File: src/rtl/ascon_pkg.sv
// Shared ASCON definitions: packer FSM states and rate/padding constants.
package ascon_pkg;

  localparam int         ASCON_RATE_BYTES = 8;
  localparam logic [7:0] ASCON_PAD_BYTE   = 8'h80;

  typedef enum logic [1:0] {
    FILL = 2'd0,
    HOLD = 2'd1,
    PAD  = 2'd2
  } t_packer_state;

endpackage

File: src/rtl/ascon_pad_lane.sv
// Big-endian lane placement for one byte at index idx plus the trailing pad byte;
// also usable by the associated-data path.
module ascon_pad_lane
  import ascon_pkg::*;
#(
  parameter logic [7:0] PAD_BYTE = ASCON_PAD_BYTE
) (
  input  logic [2:0]  idx,
  input  logic [7:0]  data,
  output logic [63:0] byte_word,
  output logic [63:0] byte_mask,
  output logic [63:0] pad_word,
  output logic [63:0] tail_mask
);

  logic [5:0] shift_s;

  // Lane 7-idx holds the byte; pad lands one lane lower and vanishes when idx==7.
  always_comb begin
    shift_s   = {3'd7 - idx, 3'b000};
    byte_word = {56'h0, data} << shift_s;
    byte_mask = {56'h0, 8'hFF} << shift_s;
    tail_mask = ({63'h0, 1'b1} << shift_s) - 64'd1;
    pad_word  = ({56'h0, PAD_BYTE} << shift_s) >> 6'd8;
  end

endmodule

File: src/rtl/ascon_block_packer.sv
// Packs a plaintext byte stream into padded 64-bit ASCON rate blocks.
// Optional block-handshake counter port o_stat_blocks under ASCON_PACKER_STATS_EN.
module ascon_block_packer
  import ascon_pkg::*;
#(
  parameter logic [7:0] PAD_BYTE   = ASCON_PAD_BYTE,
  parameter int         MAX_BLOCKS = 4
) (
  input  logic        clock,
  input  logic        reset,
  input  logic        i_sys_enable,
  input  logic [7:0]  i_byte,
  input  logic        i_byte_valid,
  input  logic        i_byte_last,
  output logic        o_byte_ready,
  input  logic        i_empty_msg,
  output logic [63:0] o_block,
  output logic        o_block_valid,
  input  logic        i_block_ready,
  output logic        o_block_last,
  output logic [3:0]  o_block_nbytes,
  output logic        o_overflow
`ifdef ASCON_PACKER_STATS_EN
  ,
  output logic [15:0] o_stat_blocks
`endif
);

  localparam logic [2:0]  LAST_IDX  = 3'(ASCON_RATE_BYTES - 1);
  localparam logic [3:0]  CNT_TOP   = 4'(MAX_BLOCKS - 1);
  localparam logic [63:0] PAD_BLOCK = {PAD_BYTE, 56'h0};

  t_packer_state state_r, state_n;
  logic [2:0]    idx_r, idx_n;
  logic [3:0]    blk_cnt_r, blk_cnt_n;
  logic [63:0]   block_r, block_n;
  logic          last_r, last_n;
  logic [3:0]    nbytes_r, nbytes_n;
  logic          valid_r, valid_n;
  logic          pad_pending_r, pad_pending_n;
  logic          overflow_r, overflow_n;

  logic          byte_fire_s, blk_fire_s, empty_req_s;
  logic [63:0]   byte_word_s, byte_mask_s, pad_word_s, tail_mask_s;

  ascon_pad_lane #(.PAD_BYTE(PAD_BYTE)) u_pad_lane (
    .idx       (idx_r),
    .data      (i_byte),
    .byte_word (byte_word_s),
    .byte_mask (byte_mask_s),
    .pad_word  (pad_word_s),
    .tail_mask (tail_mask_s)
  );

  assign empty_req_s  = i_empty_msg && (idx_r == 3'd0);
  assign o_byte_ready = (state_r == FILL) && i_sys_enable && !empty_req_s && !reset;
  assign byte_fire_s  = i_byte_valid && o_byte_ready;
  assign blk_fire_s   = valid_r && i_block_ready && i_sys_enable;

  // Next-state and datapath decode; everything holds while disabled.
  always_comb begin
    state_n       = state_r;
    idx_n         = idx_r;
    blk_cnt_n     = blk_cnt_r;
    block_n       = block_r;
    last_n        = last_r;
    nbytes_n      = nbytes_r;
    valid_n       = valid_r;
    pad_pending_n = pad_pending_r;
    overflow_n    = overflow_r;
    if (i_sys_enable) begin
      case (state_r)
        FILL: begin
          if (empty_req_s) begin
            block_n  = PAD_BLOCK;
            last_n   = 1'b1;
            nbytes_n = 4'd0;
            valid_n  = 1'b1;
            state_n  = HOLD;
          end else if (byte_fire_s && i_byte_last) begin
            block_n = (block_r & ~(byte_mask_s | tail_mask_s)) | byte_word_s | pad_word_s;
            idx_n   = 3'd0;
            valid_n = 1'b1;
            state_n = HOLD;
            if (idx_r == LAST_IDX) begin
              last_n        = 1'b0;
              nbytes_n      = 4'd8;
              pad_pending_n = 1'b1;
            end else begin
              last_n   = 1'b1;
              nbytes_n = {1'b0, idx_r} + 4'd1;
            end
          end else if (byte_fire_s) begin
            block_n = (block_r & ~byte_mask_s) | byte_word_s;
            if (idx_r == LAST_IDX) begin
              idx_n    = 3'd0;
              last_n   = 1'b0;
              nbytes_n = 4'd8;
              valid_n  = 1'b1;
              state_n  = HOLD;
            end else begin
              idx_n = idx_r + 3'd1;
            end
          end else begin
            state_n = FILL;
          end
        end
        HOLD: begin
          if (blk_fire_s) begin
            valid_n = 1'b0;
            if (blk_cnt_r == CNT_TOP) begin
              overflow_n = overflow_r | !last_r;
            end else begin
              blk_cnt_n = blk_cnt_r + 4'd1;
            end
            if (pad_pending_r) begin
              state_n = PAD;
            end else begin
              state_n  = FILL;
              block_n  = 64'h0;
              last_n   = 1'b0;
              nbytes_n = 4'd0;
              if (last_r) begin
                blk_cnt_n = 4'd0;
              end else begin
                blk_cnt_n = blk_cnt_n;
              end
            end
          end else begin
            state_n = HOLD;
          end
        end
        PAD: begin
          block_n       = PAD_BLOCK;
          last_n        = 1'b1;
          nbytes_n      = 4'd0;
          pad_pending_n = 1'b0;
          valid_n       = 1'b1;
          state_n       = HOLD;
        end
        default: begin
          state_n = FILL;
        end
      endcase
    end else begin
      state_n = state_r;
    end
  end

  // State and output registers with synchronous reset.
  always_ff @(posedge clock) begin
    if (reset) begin
      state_r       <= FILL;
      idx_r         <= 3'd0;
      blk_cnt_r     <= 4'd0;
      block_r       <= 64'h0;
      last_r        <= 1'b0;
      nbytes_r      <= 4'd0;
      valid_r       <= 1'b0;
      pad_pending_r <= 1'b0;
      overflow_r    <= 1'b0;
    end else begin
      state_r       <= state_n;
      idx_r         <= idx_n;
      blk_cnt_r     <= blk_cnt_n;
      block_r       <= block_n;
      last_r        <= last_n;
      nbytes_r      <= nbytes_n;
      valid_r       <= valid_n;
      pad_pending_r <= pad_pending_n;
      overflow_r    <= overflow_n;
    end
  end

  assign o_block        = block_r;
  assign o_block_valid  = valid_r;
  assign o_block_last   = last_r;
  assign o_block_nbytes = nbytes_r;
  assign o_overflow     = overflow_r;

`ifdef ASCON_PACKER_STATS_EN
  logic [15:0] stat_r;

  // Free-running block handshake counter, wraps at 16 bits.
  always_ff @(posedge clock) begin
    if (reset) begin
      stat_r <= 16'd0;
    end else if (blk_fire_s) begin
      stat_r <= stat_r + 16'd1;
    end else begin
      stat_r <= stat_r;
    end
  end

  assign o_stat_blocks = stat_r;
`endif

endmodule
File: config.mk
export PLATFORM = sky130hd
export DESIGN_NAME = ascon_block_packer
export DESIGN_NICKNAME = d
export VERILOG_FILES = /design/src/rtl/ascon_pkg.sv /design/src/rtl/ascon_pad_lane.sv /design/src/rtl/ascon_block_packer.sv
export SDC_FILE = /design/constraint.sdc
export NUM_CORES = 1
export LEC_CHECK = 0
export CAP_MARGIN = 5
export CORE_MARGIN = 2
export CORE_UTILIZATION = 52
export DETAILED_ROUTE_END_ITERATION = 7
export GPL_TIMING_DRIVEN = 0
export PLACE_DENSITY = 0.79
export SYNTH_ARGS = -nofsm -noshare
export SYNTH_HDL_FRONTEND = slang
export SYNTH_HIERARCHICAL = 1
export SYNTH_SLANG_ARGS = --single-unit
File: constraint.sdc
create_clock -name clock -period 1.9 [get_ports clock]
set_input_delay 0.38 -clock clock [delete_from_list [all_inputs] [get_ports clock]]
set_output_delay 0.38 -clock clock [all_outputs]
set_load 0.03 [all_outputs]
* Word level (Yosys, flattened, before mapping)
Cells that the tools add are included.
** Operators by class
- Shift operators :: 4
- Bitwise logic cells :: 10
- Equality and inequality tests :: 12
- Add/subtract/negate cells :: 5
- Reduce and logical (&&, ||, !) cells :: 24
- Mux-type cells :: 44
** Operators with widths (number)
- 64-bit 2-to-1 mux :: 5
- 64-bit OR :: 3
- 64-bit case mux with 3 select lines :: 1
- 64-bit AND :: 2
- 64-bit inverter :: 2
- 8-bit by 6-bit << shifter with 64-bit output, first input constant :: 2
- 64-bit by 56-bit OR with 64-bit output :: 1
- 1-bit by 6-bit << shifter with 64-bit output, first input constant :: 1
- 8-bit by 6-bit << shifter with 64-bit output :: 1
- 64-bit by 1-bit subtractor with 64-bit output, second input constant :: 1
- 4-bit 2-to-1 mux :: 10
- 5-bit AND reduction :: 3
- 1-bit 2-to-1 mux :: 14
- 2-bit 2-to-1 mux :: 6
- 4-bit case mux with 3 select lines :: 1
- 3-bit 2-to-1 mux :: 3
- 1-bit logical AND :: 8
- 4-bit AND reduction :: 2
- 2-bit inequality test, second input constant :: 3
- 1-bit case mux with 3 select lines :: 2
- 2-bit case mux with 3 select lines :: 1
- 6-bit AND reduction :: 1
- 5-bit by 3-bit inequality test with 1-bit output, second input constant :: 1
- 3-bit by 1-bit adder with 4-bit output, second input constant :: 1
- 20 further kinds :: 24
** Storage, ports and cells
- Register bits :: 81
- Logic and storage cells :: 108

* Depth between registers and ports, before layout
- Word-level depth :: 11
- Depth in mapped cells :: 8

* Hierarchy
The synthesis kept the hierarchy.
** By module, submodules not included
- ascon_block_packer :: area an instance 4625.7 um2, instances 1, cells an instance 499, seq. area each 1621.6 um2
- ascon_pad_lane :: area an instance 2301.0 um2, instances 1, cells an instance 283, seq. area each 0.0 um2

* Worst setup path after synthesis
Ideal clock, no wire load.
- Path kind :: register -> output
- Start point :: reg idx_r[0]
- End point :: out o_byte_ready
- Cell stages (with the launch flop) :: 6
- Data required time :: 1520 ps
- Path buffers :: 1
- Arrival time :: 2125 ps
- Setup slack :: -605 ps
- Path through :: dfxtp_1 inv_1 ha_1 and3b_1 buf_2 nor4b_1
** Between the ends
- Longest elaborated chain between the ends :: 5
** RTL lines
- from (decl) :: RTL line ascon_block_packer.sv:34 : logic [2:0] idx_r, idx_n;
- from (signal assigned) :: RTL line ascon_block_packer.sv:164 : idx_r <= idx_n;
- 3-bit logical NOT :: RTL line ascon_block_packer.sv:55 : assign empty_req_s = i_empty_msg && (idx_r == 3'd0);
- 1-bit logical AND :: RTL line ascon_block_packer.sv:55
- 1-bit logical NOT :: RTL line ascon_block_packer.sv:56 : assign o_byte_ready = (state_r == FILL) && i_sys_enable && !empty_req_s && !reset;
- 1-bit logical AND (2 in a row) :: RTL line ascon_block_packer.sv:56
- to (decl) :: RTL line ascon_block_packer.sv:15 : output logic o_byte_ready,
Every way passes these cells.

* Worst setup path after layout
- Start point :: reg idx_r[1]
- End point :: out o_byte_ready
The elaborated chain is that of the path after synthesis.

==> flow_summary.json <==
{
  "core.rowCount": 42,
  "yosysWarnings": 6,
  "hold_depth": 2,
  "grt_overflow": 0,
  "p_leak_nw": 4.22,
  "ys_seq_area_frac": 0.234,
  "synth_area_leaders": "dfxtp_1, buf_4, a221o_1, a22o_1, nand4_1",
  "die_x_um": 119,
  "htreeDepth": 3,
  "max-vdd-ir-drop_mv": 0.431,
  "avgSynthCellArea_um2": 8.86,
  "crit_type": "reg2out",
  "cts_tree": "yes",
  "syn_to_final_growth_pct": 38.8,
  "drive_above_1_share": 0.380,
  "grt_pass1_vias": 6271,
  "path_clk_slew_ns": 0.07,
  "path_delay_family": "simple AND/OR/NAND/NOR gates",
  "dieArea_um2": 14300,
  "grt_pass1_wl_um": 32100,
  "cts_sinks": 81,
  "fin_util": 0.732,
  "finalWorstPathRequiredPeriod_ns": 2.10,
  "min_to": "state_r[0]",
  "drt_iter0_drc": 605,
  "numCtsBuffers": 9,
  "violations": "negative setup slack",
  "fin_skew_ns": 0.00826,
  "rr_endpoint": "o_block[44]",
  "vias": 6799,
  "setup_viol_count_final": 63,
  "end_kind": "output port",
  "hold_start": "reset",
  "r2r_slack_ns": -0.13,
  "crit_top_cell": "buf_6",
  "postSynth.asyncResetShare": 0,
  "powerDensity_nw_per_um2": 456,
  "nets": 1012,
  "grt.total_usage": 0.281,
  "mostFrequentLayoutCell": "buf_4",
  "critical-path-max-stage-delay_ns": 0.39,
  "syn_area_um2": 6930,
  "cp_data_arrival_time_ns": 1.72,
  "status": "finished with violations",
  "synth-main-ff-cell": "dfxtp_1",
  "synth_top_area_frac": 0.234,
  "via_per_inst": 5.81,
  "core_um2": 13100,
  "rsz0062_at_grt": "true",
  "path_cells": "inv_4 > ha_4 > and3b_2 > buf_6 > nor4b_4 > buf_6",
  "cp-start-kind": "flop",
  "crit_path_top_delay_cell": "dfxtp_4",
  "setup_slack_ns": -0.202,
  "clock_latency_ns": 0.36,
  "ys_types": 54,
  "r2r_start": "state_r[1]",
  "gp_congestion": 0.872,
  "synthCells": 782,
  "cts_root_buffer": "clkbuf_16",
  "wl_um": 21600,
  "drt-pass1-iter-count": 5,
  "synth_area_leader_cell": "dfxtp_1",
  "wl_per_cell_um": 18.4,
  "ios": 87,
  "dp_hpwl_um": 12900,
  "numPortBuffers": 83,
  "crit_fanout": 4,
  "rr_worst_depth": 8,
  "maxCapViolCount": 0,
  "cp.required_ns": 1.52,
  "synth-seq-cells": 81,
  "antenna_found_initial": 0,
  "hold_viol": 0,
  "max_freq_mhz": 476,
  "critical_path_buf_inv_count": 3,
  "slew_headroom": 0.608,
  "ant_nets": 0,
  "clockBufferDepth": 2,
  "initial_utilization": 0.527,
  "mostFrequentLayoutCells": "buf_4, clkdlybuf4s50_1, dfxtp_1, nand4_1, nor2b_1",
  "grt_max_degree": 16,
  "setup_tns_ns": -4.31,
  "crit_path_start": "idx_r[1]",
  "worstHoldPathType": "in2reg",
  "worst_pin_slew_ns": 0.588,
  "drc": 0,
  "synth-edff-count": 0,
  "insertedDiodeCount": 0,
  "fp.dieH_um": 119,
  "slew_viol_final": 0,
  "layout_worst_path_cycle_share": 1.11
}
[metrics by stage]
stage | hold WS, ns | total power [W] | area [um2] | setup slack [ns] | cells
3_3_place_gp | 0.449 | 0.00237 | 8250 | -0.691 | 1105
6_report | 0.264 | 0.00439 | 9620 | -0.202 | 1170
5_1_grt | 0.269 | 0.00453 | 9620 | -0.213 | 1170
3_5_place_dp | 0.467 | 0.00237 | 8250 | -0.710 | 1105
2_1_floorplan | 0.465 | 0.00220 | 7200 | 0.0217 | 846
4_1_cts | 0.246 | 0.00428 | 9110 | -0.207 | 1145
[kinds of logic (layout without fill, tap and decap cells)]
kind of cell	Yosys count	in the layout	synth area share
AO/OA/AOI/OAI	175	175	0.217
adder cells (fa/ha/maj)	8	8	0.0145
buffers and inverters	262	408	0.257
flip-flops	81	81	0.234
multiplexers	1	1	0.00145
other	1	65	0.000541
AND/OR/NAND/NOR	254	256	0.275
[worst register-to-register path: cells and delay by family, from the launching register on]
family | cells | cell delay (ns)
AO/OA/AOI/OAI | 2 | 0.56
adder cells (fa/ha/maj) | 1 | 0.17
buffers and inverters | 3 | 0.37
flip-flops | 1 | 0.34
AND/OR/NAND/NOR | 2 | 0.49
[area by class of cell]
type | count | area [um2]
clock buffers | 9 | 225
inverters | 15 | 63.8
multi-input cells | 505 | 4040
well taps | 176 | 220
plain buffers | 246 | 1960
fillers | 939 | 3520
repair buffers | 131 | 1390
flip-flops and latches | 81 | 1640
clock inverters | 7 | 80.1
[metal layers]
layer / global-route usage / wire [um] / part of all wire / vias to the layer above
met2: 0.452 / 10200 / 0.47 / 343
met3: 0.0465 / 1410 / 0.066 / 78
met4: 0.118 / 728 / 0.034 / 0
li1: - / - / - / 3189
met5: 0 / 0 / 0 / -
met1: 0.374 / 9240 / 0.43 / 3189
[worst max path at each step]
stage	slack, ns	cells past startpoint	to
4_1_cts	-0.21	6	o_byte_ready
3_5_place_dp	-0.71	5	o_byte_ready
3_3_place_gp	-0.69	5	o_byte_ready
5_1_grt	-0.21	6	o_byte_ready
6_report	-0.20	6	o_byte_ready
2_1_floorplan	0.02	8	o_block[49]
[synthesized netlist by cell type, types with 3 or more instances]
cell,number
o21ai_0,11
a21oi_1,18
buf_2,35
dfxtp_1,81
clkbuf_2,3
nor2b_1,66
and4bb_2,22
inv_1,15
nor2_1,9
a22o_1,63
ha_1,8
nor4b_2,4
nor3_1,7
nand2_1,5
and4b_1,25
clkbuf_1,17
buf_6,8
nor3b_1,3
and3b_1,5
buf_4,184
nor4b_1,5
nand3b_1,3
nand4_1,71
a221o_1,63
and4_1,10
nand3_1,6
a31oi_1,3
[what timing repair did]
action / in CTS / in global routing
endpoints found under the setup margin: 77 / 74
cloned: 5 / 7
setup buffers: 20 / 18
gates resized for setup: 96 / 82
pin swaps: 25 / 76
hold buffers: 0 / 0
[flip-flops by register name, indices dropped and copies added (netlist names)]
signal,count
blk_cnt_r,4
idx_r,3
o_block,64
o_block_last,1
o_block_nbytes,4
o_block_valid,1
o_overflow,1
pad_pending_r,1
state_r,2
[report_power, final]
part           switching (W)  total (W)  internal, W
clock network       0.000808    0.00184      0.00103
registers          0.0000146    0.00172      0.00171
logic               0.000431   0.000824     0.000393
(Power assumes the default switching activity.)
==> RTL edit: new RTL, same flow settings <==
Re-encode `t_packer_state` (3 states) as one-hot, 3 bits wide.
--- a/src/rtl/ascon_pkg.sv
+++ b/src/rtl/ascon_pkg.sv
@@ -6,6 +6,6 @@
 
-  typedef enum logic [1:0] {
-    FILL = 2'd0,
-    HOLD = 2'd1,
-    PAD  = 2'd2
+  typedef enum logic [2:0] {
+    FILL = 3'b001,
+    HOLD = 3'b010,
+    PAD  = 3'b100
   } t_packer_state;
Behaviour: no difference found for any inputs over 4 cycles, from zero or initial values and one cycle with reset high; so few cycles prove little.
==> RTL edit against the original RTL <==
Routed wire length down 21%. Non-clock buffer count shrank 45. Sequential cell count up 1. Final area fell by 13%. Area after synthesis decreased by 7.4%. Total power is 6.3% higher. Setup slack gained 0.20 ns. Via count is 11% lower. Clock power grew 14%. Sequential power rose by 4%. Die area fell by 7.1%. Critical path type unchanged. Critical endpoint unchanged. Largest cell class unchanged.
==> RTL edit: results (changes against the original RTL) <==
- Peak VDD IR: 0.000620 V (+44%)
* Number of nets at the end of the flow: 1010 (-0.20%)
* Setup slack of the most critical reg-to-reg path: 0.04 ns (+0.17 ns)
* First-pass GRT wire length: 27200 µm (-15%)
* Detailed placer's ending HPWL: 11600 µm (-9.4%)
- Leading cell types by count after synthesis: 202 x sky130_fd_sc_hd__a21oi_1, 173 x sky130_fd_sc_hd__buf_4, 82 x sky130_fd_sc_hd__dfxtp_1, 68 x sky130_fd_sc_hd__nand2_1, 64 x sky130_fd_sc_hd__a21o_1
* Share of layout cells above drive strength 1: 31.5% (-6.5 points)
* Number of instances in the synthesized netlist: 817 (+4.5%)
- The data arrival time of the worst path came to 1.52 ns (-0.20 ns).
- Status: completed
* Post-place instance area: 7710 µm² (-6.6%)
- The via count normalized by instance count came to 5.28 (-9.1%).
- The DRC marker count from the first detailed-route iteration came to 400 (-34%).
* Endpoint of the worst-slack reg-to-reg timing path: o_block[63]
- The critical-path maximum fanout was 5 (+1).
- Broken down by cell family, the worst path's largest delay share belongs to simple AND/OR/NAND/NOR gates.
* Setup WS pre-CTS: -0.933 ns (-0.223 ns)
- Synth warn: 6 (unchanged)
* Clock-pin slew on the worst setup and hold paths: 0.07 ns (about the same)
- The count of port buffers added during placement is 86 (+3.6%).
- The number of global-route vias before repair was 5562 (-11%).
* Cell count after placement: 1114 (+0.81%)
- Launching point of the worst reg2reg path: idx_r[0]
- The worst hold margin was 0.469 ns (+0.205 ns).
* Overall routing resource usage: 25.8% (-2.3 points)
* Post-detailed-routing wire length: 17100 µm (-21%)
- The tightest slew margin relative to the limit came to 66.1% (+5.4 points).
- The leakage power is 4.09 nW (-3.1%).
* Clock tree skew after final layout: 0.0124 ns (+0.00412 ns)
- The average routed wire per standard cell came to 14.9 µm (-19%).
- Worst Hold Path EP: o_block_nbytes[3]
- Class of the tightest hold or removal check: reg2reg
- Yosys attributes the largest share of cell area to sky130_fd_sc_hd__dfxtp_1 26%, sky130_fd_sc_hd__buf_4 20%, sky130_fd_sc_hd__a21oi_1 16%.
- HP Start: o_block_nbytes[3]
- RD Place Congestion: 0.898 (+3.0%)
- Number of gates resized after cts: 48 (-50%)
* Post-CTS Setup Repair Bufs: 10 (-50%)
==> RTL edit: routing by layer <==
metal | track usage [%] | routed length (µm) | vias to the layer above
li1 | - | - | 3013
met1 | 34.5 | 7590 | 2790
met2 | 41.6 | 8200 | 209
met3 | 5.59 | 1030 | 24
met4 | 8.11 | 245 | 0
met5 | 0 | 0 | -
==> RTL edit: power by group <==
part / total [mW] / internal [mW] / switching (mW)
registers: 1.79 / 1.76 / 0.0361
logic: 0.777 / 0.355 / 0.422
clock network: 2.09 / 1.30 / 0.796
==> RTL edit: cells by family after synthesis <==
group	count (synthesis)	share of synthesized area [%]
buffers and inverters	240	25.5
DFF	82	25.6
and+or+nand+nor	199	21.7
AOI/OAI and AO/OA	287	25.8
adders and majority gates	4	0.780
xor gates and xnor gates	3	0.410
other	1	0.0585
muxes	1	0.156
==> RTL edit: worst max path at each step <==
stage	end	startpoint	cells past startpoint	slack, ns
final	o_byte_ready	idx_r[1]	6	0.002
after global routing	o_byte_ready	idx_r[1]	6	-0.05
after CTS	o_byte_ready	state_r[2]	5	-0.15
after detailed placement	o_block[55]	i_byte_last	7	-0.93
after global placement	idx_r[0]	i_sys_enable	8	-0.93
after floorplan	o_block[49]	idx_r[2]	8	0.01
==> RTL edit: layout make-up <==
type,count,area [µm²]
repair buffers,101,1010
well taps,147,184
inverters,7,28.8
clock inverters,7,124
plain buffers,231,1670
clock buffers,9,225
fillers,996,3610
multi-input cells,559,3500
flip-flops and latches,82,1650
==> RTL edit: stage by stage <==
stage	power (mW)	TNS [ns]	utilization, %
3_3_place_gp	2.54	-57.02	64.2
4_1_cts	4.66	-0.182	68.8
3_5_place_dp	2.54	-57.05	64.2
2_1_floorplan	2.31	0	-
6_report	4.66	0	70.0
5_1_grt	4.83	-0.0967	70.0
